`config.mk`:
```
export PLATFORM = sky130hd
export DESIGN_NAME = seven_seg_scan_ctrl
export DESIGN_NICKNAME = d
export VERILOG_FILES = /design/src/rtl/seven_seg_scan_ctrl.sv
export SDC_FILE = /design/constraint.sdc
export NUM_CORES = 1
export LEC_CHECK = 0
export CAP_MARGIN = 40
export CORE_AREA = 2 2 73 75
export DETAILED_ROUTE_END_ITERATION = 10
export DIE_AREA = 0 0 75 77
export GPL_ROUTABILITY_DRIVEN = 0
export GPL_TIMING_DRIVEN = 0
export PLACE_DENSITY = 0.76
export SLEW_MARGIN = 20
export SYNTH_ARGS = -nofsm -noshare
export SYNTH_HDL_FRONTEND = slang
export SYNTH_SLANG_ARGS = --single-unit
export TNS_END_PERCENT = 5
```
`constraint.sdc`:
```
create_clock -name clk -period 6.15 [get_ports clk]
set_input_delay 0.9225 -clock clk [delete_from_list [all_inputs] [get_ports clk]]
set_output_delay 0.9225 -clock clk [all_outputs]
set_load 0.01 [all_outputs]
```
`src/rtl/seven_seg_scan_ctrl.sv`:
```
// Scan controller for an N-digit multiplexed 7-segment display sharing one BCD decoder.
// Double-buffered display value, per-slot blanking guard and leading-zero blanking.
module seven_seg_scan_ctrl #(
  parameter int unsigned NUM_DIGITS   = 4,
  parameter int unsigned REFRESH_DIV  = 1000,
  parameter int unsigned BLANK_CYCLES = 2
) (
  input  logic                    clk,
  input  logic                    rst,
  input  logic                    load,
  input  logic [4*NUM_DIGITS-1:0] value_in,
  input  logic                    lzb_en,
  output logic [3:0]              bcd_out,
  output logic [NUM_DIGITS-1:0]   digit_en,
  output logic                    load_ack,
  output logic                    frame_done
);

  localparam int unsigned VAL_W = 4 * NUM_DIGITS;
  localparam int unsigned IDX_W = (NUM_DIGITS > 1) ? $clog2(NUM_DIGITS) : 1;
  localparam int unsigned CNT_W = (REFRESH_DIV > 1) ? $clog2(REFRESH_DIV) : 1;

  localparam logic [IDX_W-1:0] IDX_LAST  = IDX_W'(NUM_DIGITS - 1);
  localparam logic [CNT_W-1:0] CNT_LAST  = CNT_W'(REFRESH_DIV - 1);
  localparam logic [CNT_W:0]   BLANK_LIM = (CNT_W + 1)'(BLANK_CYCLES);

  typedef enum logic {
    PH_BLANK,
    PH_SHOW
  } phase_t;

  logic [IDX_W-1:0]      idx_q;
  logic [CNT_W-1:0]      cnt_q;
  logic [VAL_W-1:0]      shadow_q;
  logic [VAL_W-1:0]      pending_q;
  logic                  pending_valid_q;

  logic                  slot_end;
  logic                  boundary;
  logic [IDX_W-1:0]      idx_nxt;
  logic [CNT_W-1:0]      cnt_nxt;
  logic [VAL_W-1:0]      shadow_nxt;
  logic [NUM_DIGITS-1:0] sup;
  logic                  zero_run;
  logic [3:0]            digit_nxt;
  phase_t                phase_nxt;

  // Next slot position, next shadow value and the phase of the upcoming cycle.
  always_comb begin
    slot_end = (cnt_q == CNT_LAST);
    boundary = slot_end && (idx_q == IDX_LAST);
    cnt_nxt  = slot_end ? '0 : cnt_q + CNT_W'(1);
    idx_nxt  = idx_q;
    if (slot_end) begin
      idx_nxt = (idx_q == IDX_LAST) ? '0 : idx_q + IDX_W'(1);
    end

    shadow_nxt = shadow_q;
    if (boundary) begin
      if (load) begin
        shadow_nxt = value_in;
      end else if (pending_valid_q) begin
        shadow_nxt = pending_q;
      end
    end

    // A digit is a leading zero when it and every more significant digit are zero.
    zero_run = 1'b1;
    sup      = '0;
    for (int i = int'(NUM_DIGITS) - 1; i >= 1; i--) begin
      zero_run = zero_run && (shadow_nxt[4*i +: 4] == 4'd0);
      sup[i]   = zero_run;
    end

    digit_nxt = shadow_nxt[{idx_nxt, 2'b00} +: 4];
    phase_nxt = PH_SHOW;
    if (({1'b0, cnt_nxt} < BLANK_LIM) || (lzb_en && sup[idx_nxt])) begin
      phase_nxt = PH_BLANK;
    end
  end

  // Outputs are registered so they line up with the slot position held in idx_q/cnt_q.
  always_ff @(posedge clk) begin
    if (rst) begin
      idx_q           <= '0;
      cnt_q           <= '0;
      shadow_q        <= '0;
      pending_q       <= '0;
      pending_valid_q <= 1'b0;
      bcd_out         <= 4'hF;
      digit_en        <= '0;
      load_ack        <= 1'b0;
      frame_done      <= 1'b0;
    end else begin
      idx_q      <= idx_nxt;
      cnt_q      <= cnt_nxt;
      shadow_q   <= shadow_nxt;
      load_ack   <= load;
      frame_done <= boundary;

      if (load && !boundary) begin
        pending_q       <= value_in;
        pending_valid_q <= 1'b1;
      end else if (boundary) begin
        pending_valid_q <= 1'b0;
      end

      case (phase_nxt)
        PH_SHOW: begin
          bcd_out  <= digit_nxt;
          digit_en <= NUM_DIGITS'(1) << idx_nxt;
        end
        default: begin
          bcd_out  <= 4'hF;
          digit_en <= '0;
        end
      endcase
    end
  end

endmodule

```
Yosys cells after proc, flatten, opt, wreduce, memory -nomap -nowiden
Cells that the tools add are included.
Storage, ports and cells
  logic and storage cells: 39
  bits of input ports: 20
  output and inout bits: 10
  flip-flop bits (word level): 55
Cells by class
  mux-type cells: 10
  reductions and logical operators: 12
  add/subtract/negate cells: 2
  shift operators: 2
  eq/ne operators: 2
  order comparisons: 2
Operator list (number)
  16-bit two-way mux: 3
  16-bit by 5-bit variable part select with 4-bit output: 1
  4-bit logical NOT: 3
  10-bit by 1-bit adder with 10-bit output (second input constant): 1
  10-bit equality test (second input constant): 1
  10-bit by 2-bit less-than comparator with 1-bit output (second input constant): 1
  10-bit two-way mux: 1
  1-bit logical AND: 5
  2-bit two-way mux: 2
  1-bit by 2-bit << shifter with 4-bit output (first input constant): 1
  2-bit by 3-bit less-than comparator with 1-bit output (second input constant): 1
  1-bit two-way mux: 3
  2-bit by 1-bit adder with 2-bit output (second input constant): 1
  1-bit binary-select mux with 2-bit select: 1
  2-bit equality test (second input constant): 1
  2-bit nonzero test: 1
  2-bit OR reduction: 1
  1-bit logical NOT: 1
  1-bit logical OR: 1

Logic depth before layout (Yosys ltp)
  depth after elaboration: 11
  gate-level depth with buffers: 9

Least setup slack after synthesis
Ideal clock, no wire load.
  path kind: input-to-reg
  start point: input load
  end point: register digit_en[1]
  required time: 6.033 ns
  path buffers: 2
  arrival: 2.590 ns
  cell stages on the path: 7
  library setup time: 0.117 ns
  slack: 3.443 ns
  cells stage by stage: buf_1 -> clkbuf_1 -> o21ai_0 -> a2bb2oi_1 -> o2111ai_1 -> a221o_1 -> and4b_1
Between the ends
  longest elaborated chain between the ends: 10
  elaborated cells between the ends (all ways): 12
  classes of those cells: 4 x mux; 8 x reduce/logical
RTL lines
  start, declared: line 10  | input logic load,
  16-bit two-way mux *: line 60  | if (load) begin
  16-bit two-way mux *: line 59  | if (boundary) begin
  4-bit logical NOT: line 71  | zero_run = zero_run && (shadow_nxt[4*i +: 4] == 4'd0);
  1-bit logical AND (2 in a row): line 71
  1-bit binary-select mux with 2-bit select *: line 77  | if (({1'b0, cnt_nxt} < BLANK_LIM) || (lzb_en && sup[idx_nxt])) begin
  1-bit two-way mux (implied by the code) *: line 77
  1-bit logical AND *: line 77
  1-bit logical OR *: line 77
  2-bit OR reduction (no source line) *
  end signal, assigned: line 111  | digit_en <= NUM_DIGITS'(1) << idx_nxt;
  end, declared: line 14  | output logic [NUM_DIGITS-1:0] digit_en,
Mark *: on every way between the ends. The rest lies on a longest branch, timed or not. The select of a mux whose other input is x is not followed.
A chain may end at the register's enable or synchronous reset.

Worst setup path in the final report
Ends and elaborated chain as after synthesis.

==> run_results.csv <==
group,metric,value,unit
run_status,status,"finished clean",
worst_setup_path,worstSetupStartpointType,"input port",
sta,maxSlewHeadroom,54.1,%
synth,synth_edf_count,0,
cts,cts_setup_buffers,0,
layout,layout_common_cells,"dfxtp_1 (55), nor2_1 (44), mux2i_1 (37)",
placed_design,io_buffer_count,28,
synth,synth.distinct_cells,52,
sta,worst_slew_pin_slew,0.671,ns
route,via_per_inst,5.24,
sta,finalCritPeriodShare,55.6,%
sta,max_freq,0.292,GHz
worst_setup_path,crit_arrival,3.63,ns
worst_setup_path,criticalPathCategory,"in -> reg",
global_route,grt_max_degree,19,
placed_design,hpwl,3830,um
synth,yosysTopAreaCell,"dfxtp_1",
die,die_area,5780,um^2
worst_setup_path,end_kind,"register",
layout,final_common_cell,"dfxtp_1",
worst_setup_path,critPathMaxFanout,10,
synth,synth_top_area_share,43.9,%
route,drtIter0Drc,135,
cts,cts_tree,"built",
layout,areaGrowthSynthToFinish,18.5,%
die,num_rows,26,
global_route,grt_pass1_wl,8790,um
die,start_util,50.4,%
synth,avgSynthCellArea,9.77,um^2
sta,min_period,3.42,ns
cts,cts.clk_slew.worst_paths,0.10,ns
synth,ys_warn_count,0,
global_route,overflow,0,
synth,synth_area_leaders,"dfxtp_1 (44%), mux2i_1 (15%), nor2_1 (6.6%)",
route,drtPass1Iterations,4,
cts,clockBufferDepth,2,
hold_path,hp-start,"cnt_q[0]$_SDFF_PP0_",
synth,ys_ff_latch,55,
synth,synthesis.area,2510,um^2
hold_path,hp-class,"reg -> reg",
run,max-cap-violations,0,
power,peakVddDrop,131,uV
layout,fill_cells,452,
layout,final_core_util,59.8,%
cts,numCtsBuffers,5,
die,io_pins,30,
layout,layout-drive-gt1-share,12.6,%
route,wl,5190,um
die,die_x,75,um
synth,syn_inst,257,
route,wire_per_inst,14.3,um
synth,async_reset_ff_share,0,%
route,final_antenna_net_count,0,
sta,slew_violations,0,
route,vias,1907,
worst_setup_path,required,6.36,ns
cts,cts_sinks,55,
sta,rsz0062_at_grt,"no",
power,leakagePower,1.17,nW
cts,clk_latency,0.31,ns
die,die_h,77,um
sta,hold_viol,0,
worst_setup_path,crit_start,"load",
sta,fin_skew,0.00880,ns
synth,yosysSeqAreaShare,43.9,%
global_route,grt_usage,19.4,%
placed_design,pre_cts_ws,2.38,ns
layout,antenna-diode-count,0,
synth,synthFlopType,"dfxtp_1",
sta,whs,0.491,ns
power,fin_total_pwr,655,uW
route,route.detailed.drc,0,
layout,layout.nets,315,
die,core,4980,um^2
sta,post-route-worst-setup-slack,2.73,ns
global_route,antenna_found_initial,0,
cts,cts_root_buffer,"clkbuf_8",
sta,finalSetupViolCount,0,
cts,post_cts_resized,0,
sta,tns,0,ns
global_route,grt_pass1_vias,1849,
cts,cts_hold_buf,0,
synth,synthesis.nets,279,
cts,htreeDepth,2,
power,power_density,220,nW/um^2
worst_setup_path,r2r-start,"cnt_q[0]$_SDFF_PP0_",
## path summary, 6_finish.rpt
| check | end | slack, ns | cells after the start |
|---|---|---|---|
| worst max-delay path | digit_en[1]$_SDFF_PP0_ | 2.73 | 8 |
| worst min-delay path | cnt_q[0]$_SDFF_PP0_ | 0.49 | 1 |
| worst max register to register | digit_en[1]$_SDFF_PP0_ | 3.23 | 7 |
| worst min register to register | cnt_q[0]$_SDFF_PP0_ | 0.49 | 1 |
## cells by family after synthesis
group | count (synthesis) | synth area share (%)
adder cells (fa/ha/maj) | 2 | 0.997
multiplexers | 49 | 21.0
flip-flops | 55 | 43.9
AND/OR/NAND/NOR | 102 | 21.4
buffers and inverters | 21 | 3.84
XOR/XNOR | 7 | 2.44
AO/OA/AOI/OAI | 21 | 6.43
## synth_stat cells, types with 2 or more instances
cell / count
xnor2_1: 5
nor2b_1: 2
and3_1: 2
xor2_1: 2
nor3_1: 6
mux2_2: 10
nand2_1: 14
nor2_1: 44
mux2i_1: 37
inv_1: 6
nor4_1: 2
buf_2: 5
clkbuf_1: 7
nand3_1: 8
o2111ai_1: 2
a21oi_1: 3
mux4_2: 2
dfxtp_1: 55
o21a_1: 3
ha_1: 2
and2_1: 3
o21ai_0: 5
nand4_1: 3
## routing by layer
layer | vias to the layer above | part of all wire [%] | global-route usage [%]
met2 | 41 | 43 | 27.5
met5 | - | 0 | 0
met3 | 4 | 4.1 | 4.47
met1 | 882 | 52 | 29.4
met4 | 0 | 0.66 | 5.00
li1 | 980 | - | -
## worst max-delay path, stage by stage
cell and delay [ns]:
clkdlybuf4s50_1 0.56, buf_1 0.49, clkbuf_1 0.44, o21ai_0 0.17, a2bb2oi_1 0.28, o2111ai_1 0.21
a221o_1 0.37, and4b_1 0.20
## per-stage QoR
step	area (um^2)	cells
floorplan	2510	257
global placement	2880	355
detailed placement	2880	356
CTS	2970	364
global route	2970	364
finish	2970	364
## layout make-up
class / count / area [um^2] / share of cell area, %
multi-input combinational: 181 / 1310 / 44.1
sequential: 55 / 1100 / 37.0
timing repair buffer: 29 / 285 / 9.59
tap: 70 / 87.6 / 2.94
buffer: 15 / 73.8 / 2.48
clock buffer: 5 / 68.8 / 2.31
clock inverter: 3 / 22.5 / 0.757
inverter: 6 / 22.5 / 0.757
## where the power goes
group / leakage, nW / switching (mW) / internal (mW)
sequential: 0.449 / 0.00611 / 0.369
combinational: 0.677 / 0.0331 / 0.0400
clock: 0.0489 / 0.124 / 0.0827
## state kept, by name, indices dropped and copies added (netlist names), 2 cells and up
name and flops:
cnt_q 10, idx_q 2, digit_en 4, bcd_out 4
pending_q 16, shadow_q 16
Note: power is estimated with default switching activity, not from simulation.
